==> src/rtl/gpio_pkg.sv <==
// Shared GPIO register map: output block constants plus the input block's address map
// and the per-bit edge report carried from gpio_in_bit to gpio_in_ip.
package gpio_pkg;

  // GPIO output block register map
  localparam logic [1:0] GPIO_OUT_ADDR_DATA = 2'd0;
  localparam logic [1:0] GPIO_OUT_ADDR_SET  = 2'd1;
  localparam logic [1:0] GPIO_OUT_ADDR_CLR  = 2'd2;
  localparam logic [1:0] GPIO_OUT_ADDR_DIR  = 2'd3;

  // GPIO input block register map
  localparam logic [1:0] ADDR_DATA    = 2'd0;
  localparam logic [1:0] ADDR_STATUS  = 2'd1;
  localparam logic [1:0] ADDR_RISE_EN = 2'd2;
  localparam logic [1:0] ADDR_FALL_EN = 2'd3;

  localparam int DBNC_CNT_W = 8;

  typedef struct packed {
    logic rise;
    logic fall;
  } edge_t;

endpackage

==> src/rtl/gpio_in_bit.sv <==
// One input pin: two-flop synchronizer, optional debounce (GPIO_IN_DEBOUNCE_EN) and
// edge detection; edges are reported in the cycle before level_o takes the new value.
module gpio_in_bit
  import gpio_pkg::*;
#(
  parameter int DEBOUNCE_CYCLES = 4
) (
  input  logic  clk,
  input  logic  resetn,
  input  logic  pin_i,
  output logic  level_o,
  output edge_t edge_o
);

  if (DEBOUNCE_CYCLES < 2 || DEBOUNCE_CYCLES > 255) begin : g_bad_cfg
    $error("gpio_in_bit: DEBOUNCE_CYCLES out of range 2..255");
  end

  logic s1_q, s2_q;
  logic data_q, data_d;

  always_ff @(posedge clk) begin
    if (!resetn) begin
      s1_q   <= 1'b0;
      s2_q   <= 1'b0;
      data_q <= 1'b0;
    end else begin
      s1_q   <= pin_i;
      s2_q   <= s1_q;
      data_q <= data_d;
    end
  end

`ifdef GPIO_IN_DEBOUNCE_EN
  logic [DBNC_CNT_W-1:0] cnt_q, cnt_d;

  // Counter runs only while the synchronized pin disagrees with the accepted level.
  always_comb begin
    cnt_d  = '0;
    data_d = data_q;
    if (s2_q != data_q) begin
      if (cnt_q == DBNC_CNT_W'(DEBOUNCE_CYCLES - 1)) begin
        data_d = s2_q;
      end else begin
        cnt_d = cnt_q + DBNC_CNT_W'(1);
      end
    end
  end

  always_ff @(posedge clk) begin
    if (!resetn) begin
      cnt_q <= '0;
    end else begin
      cnt_q <= cnt_d;
    end
  end
`else
  assign data_d = s2_q;
`endif

  assign level_o     = data_q;
  assign edge_o.rise = data_d & ~data_q;
  assign edge_o.fall = ~data_d & data_q;

endmodule

==> src/rtl/gpio_in_ip.sv <==
// GPIO input block: per-pin conditioning in gpio_in_bit, sticky W1C event status,
// rise/fall enables, combinational read mux and level irq. Debounce via GPIO_IN_DEBOUNCE_EN.
module gpio_in_ip
  import gpio_pkg::*;
#(
  parameter int WIDTH           = 32,
  parameter int DEBOUNCE_CYCLES = 4
) (
  input  logic             clk,
  input  logic             resetn,
  input  logic             write_en,
  input  logic             read_en,
  input  logic [1:0]       addr,
  input  logic [31:0]      wdata,
  output logic [31:0]      rdata,
  input  logic [WIDTH-1:0] gpio_in,
  output logic             irq
);

  if (WIDTH < 1 || WIDTH > 32) begin : g_bad_cfg
    $error("gpio_in_ip: WIDTH out of range 1..32");
  end

  logic [WIDTH-1:0] data_w, rise_w, fall_w;
  logic [WIDTH-1:0] status_q, status_d;
  logic [WIDTH-1:0] rise_en_q, rise_en_d;
  logic [WIDTH-1:0] fall_en_q, fall_en_d;
  edge_t            edge_w [WIDTH];
  logic             unused_wdata;

  assign unused_wdata = ^wdata;

  for (genvar gi = 0; gi < WIDTH; gi++) begin : g_bit
    gpio_in_bit #(
      .DEBOUNCE_CYCLES(DEBOUNCE_CYCLES)
    ) u_bit (
      .clk    (clk),
      .resetn (resetn),
      .pin_i  (gpio_in[gi]),
      .level_o(data_w[gi]),
      .edge_o (edge_w[gi])
    );
    assign rise_w[gi] = edge_w[gi].rise;
    assign fall_w[gi] = edge_w[gi].fall;
  end

  // Hardware set is OR-ed in after the W1C mask so a same-cycle set wins.
  always_comb begin
    status_d  = status_q;
    rise_en_d = rise_en_q;
    fall_en_d = fall_en_q;
    if (write_en) begin
      case (addr)
        ADDR_STATUS:  status_d  = status_q & ~wdata[WIDTH-1:0];
        ADDR_RISE_EN: rise_en_d = wdata[WIDTH-1:0];
        ADDR_FALL_EN: fall_en_d = wdata[WIDTH-1:0];
        default:      ;
      endcase
    end
    status_d = status_d | (rise_w & rise_en_q) | (fall_w & fall_en_q);
  end

  always_ff @(posedge clk) begin
    if (!resetn) begin
      status_q  <= '0;
      rise_en_q <= '0;
      fall_en_q <= '0;
    end else begin
      status_q  <= status_d;
      rise_en_q <= rise_en_d;
      fall_en_q <= fall_en_d;
    end
  end

  always_comb begin
    rdata = '0;
    if (read_en) begin
      case (addr)
        ADDR_DATA:    rdata[WIDTH-1:0] = data_w;
        ADDR_STATUS:  rdata[WIDTH-1:0] = status_q;
        ADDR_RISE_EN: rdata[WIDTH-1:0] = rise_en_q;
        default:      rdata[WIDTH-1:0] = fall_en_q;
      endcase
    end
  end

  assign irq = |status_q;

endmodule

==> config.mk <==
export PLATFORM = sky130hd
export DESIGN_NAME = gpio_in_ip
export DESIGN_NICKNAME = d
export VERILOG_FILES = /design/src/rtl/gpio_pkg.sv /design/src/rtl/gpio_in_bit.sv /design/src/rtl/gpio_in_ip.sv
export SDC_FILE = /design/constraint.sdc
export NUM_CORES = 1
export LEC_CHECK = 0
export CAP_MARGIN = 20
export CORE_MARGIN = 2
export CORE_UTILIZATION = 40
export DETAILED_ROUTE_END_ITERATION = 7
export PLACE_DENSITY_LB_ADDON = 0.12
export SYNTH_ARGS = -nofsm -noshare
export SYNTH_HDL_FRONTEND = slang
export SYNTH_HIERARCHICAL = 1
export SYNTH_SLANG_ARGS = --single-unit
==> constraint.sdc <==
create_clock -name clk -period 2.14 [get_ports clk]
set_input_delay 0.428 -clock clk [delete_from_list [all_inputs] [get_ports clk]]
set_output_delay 0.428 -clock clk [all_outputs]
set_load 0.01 [all_outputs]
==> qor.yml <==
fin_area_um2: 10100
fin_ws_ps: -99.4
p_sw_frac: 0.227
pre_cts_slack_ps: -268
wl_per_cell_um: 17.0
antenna_found_initial: 0
cts_htree_levels: 4
die_y_um: 144
hpwl_um: 12800
finalHoldViolCount: 0
final_layout_size_suffix_gt1_frac: 0.153
cts.path.max_buffers: 2
worstMarginPinSlew_ps: 382
routed_wl_um: 20200
p_switching_mw: 1.73
grt_pass1_vias: 6118
status: "finished, violations left"
drc: 0
io_pins: 103
port_buffers: 102
synthesis.area_um2: 7870
p_per_area_nw_per_um2: 754
overflow: 0
drt_iter0_drc: 380
layout_common_cells: "dfxtp_1, nand2_1, and2_1"
cts.sinks: 192
clock_latency_ps: 430
crit_fanout: 3
layout_commonest_cell: "dfxtp_1"
viasPerCell: 5.08
die-area_um2: 20800
layout.nets: 983
vias: 6043
startpoint_type: "flop"
initial_utilization: 0.406
num_antenna_cells: 0
crit_required_ps: 1710
grtUsageTotal: 0.200
fill_cells: 1813
synth_top_area_share: 0.489
p_total_mw: 7.61
grt_pass1_wl_um: 31900
vdd_drop_max_v: 0.000489
seq_area_frac_synth: 0.489
p_int_mw: 5.88
grt_setup_unrepaired: "true"
grt_start_max_net_pins: 61
rows: 51
fin_crit_sh: 1.05
slew_violations: 0
hold_path_class: "reg2reg"
failed_checks: "negative setup slack"
netlist_instances: 794
fin_crit_ps: 2240
worstSetupEndpointType: "primary output"
slew_headroom: 0.745
setup-tns-final_ps: -99.4
cts_made_buffers: 17
tritoncts: "built"
synth_area_leaders: "dfxtp_1, and2_1, mux4_2"
drt.antenna.violating_nets: 0
core_um2: 19400
area_growth_pct: 28.3
clock_skew_ps: 12.3
synth_top_cell_by_area: "dfxtp_1"
syn_nets: 864
die_x_um: 144
p_leak_nw: 3.89
hold-worst-slack_ps: 435
pwr-share-seq: 0.494
finalSetupViolCount: 1
first_pass_iters: 4
cap_violations: 0
combPwrFrac: 0.092
path_class: "reg2out"
yosys_register_bits: 192
yosysWarnings: 6
syn-mean-instance-area_um2: 9.91
place_congestion: 0.854
clk_pin_slew_ps: 70
max_freq_mhz: 447
arrival_ps: 1810
synth_cell_types: 23
dpl_cell_area_um2: 9310
ctsRootBufferMaster: "clkbuf_16"
hold_buffers: 0
pwr-share-clk: 0.414
[area by class of cell]
class | count | area (um2) | area share
well taps | 265 | 332 | 0.0329
clock inverters | 10 | 113 | 0.0112
flip-flops and latches | 192 | 3880 | 0.384
repair buffers | 142 | 1510 | 0.149
clock buffers | 20 | 467 | 0.0462
multi-input cells | 560 | 3800 | 0.377
[power by group through the flow]
| stage | registers (mW) | logic [mW] | clock network, mW |
|---|---|---|---|
| 2_1_floorplan | 3.82 | 0.341 | 0 |
| 3_3_place_gp | 3.84 | 0.649 | 0 |
| 3_5_place_dp | 3.84 | 0.662 | 0 |
| 4_1_cts | 3.76 | 0.705 | 3.22 |
| 5_1_grt | 3.77 | 0.758 | 3.37 |
| 6_report | 3.76 | 0.699 | 3.15 |
[synthesized netlist by cell type, drive strengths merged]
master / instances
dfxtp: 192
and3: 1
buf: 26
a22oi: 32
nor2b: 64
nand2b: 1
o21ai: 32
nand2: 160
nand4: 2
and3b: 1
a21boi: 96
nand3: 1
nand3b: 1
nor4: 8
and2: 128
mux4: 32
or2: 1
clkbuf: 16
[metrics by stage]
step            util  cells
2_1_floorplan      -    794
3_3_place_gp   0.480   1153
3_5_place_dp   0.480   1153
4_1_cts        0.517   1189
5_1_grt        0.520   1189
6_report       0.520   1189
[critical path, cell delays in order (launching register included)]
cell and delay (ps):
dfxtp_2 350, nor4_4 330, buf_4 170, nand4_1 130, or2_4 280, buf_6 120
[state kept, by name, summed over array words and instances, names as in the netlist]
| name | cells |
|---|---|
| g_bit.u_bit/s1_q | 32 |
| status_q | 32 |
| g_bit.u_bit/data_d | 32 |
| g_bit.u_bit/level_o | 32 |
| fall_en_q | 32 |
| rise_en_q | 32 |
[path summary, 6_finish.rpt]
kind | cells after the start | slack, ps | end | startpoint
setup reg to reg | 3 | 1260 | status_q[13] | g_bit[13].u_bit/data_d
setup / recovery | 5 | -100 | irq | status_q[14]
hold / removal | 1 | 440 | g_bit[25].u_bit/data_d | g_bit[25].u_bit/s1_q
hold reg to reg | 1 | 440 | g_bit[25].u_bit/data_d | g_bit[25].u_bit/s1_q
[repair_timing]
action | 4_1_cts | 5_1_grt
resized for setup | 70 | 35
pin swaps | 4 | 3
setup endpoints to repair | 33 | 21
gates cloned | 4 | 0
buffers inserted | 2 | 0
[layer usage]
| metal | GRT usage | vias up | part of all wire |
|---|---|---|---|
| li1 | - | 2927 | - |
| met2 | 0.338 | 146 | 0.49 |
| met1 | 0.256 | 2947 | 0.45 |
| met4 | 0.0593 | 0 | 0.012 |
| met3 | 0.0487 | 23 | 0.049 |
| met5 | 0 | - | 0 |
[kinds of logic (layout without fill, tap and decap cells)]
| family | after synthesis | after routing | share of synthesized area |
|---|---|---|---|
| buf+inv | 42 | 172 | 0.0347 |
| simple gates | 368 | 368 | 0.243 |
| flops | 192 | 192 | 0.489 |
| compound gates | 160 | 160 | 0.143 |
| mux | 32 | 32 | 0.0916 |
(Power assumes the default switching activity.)
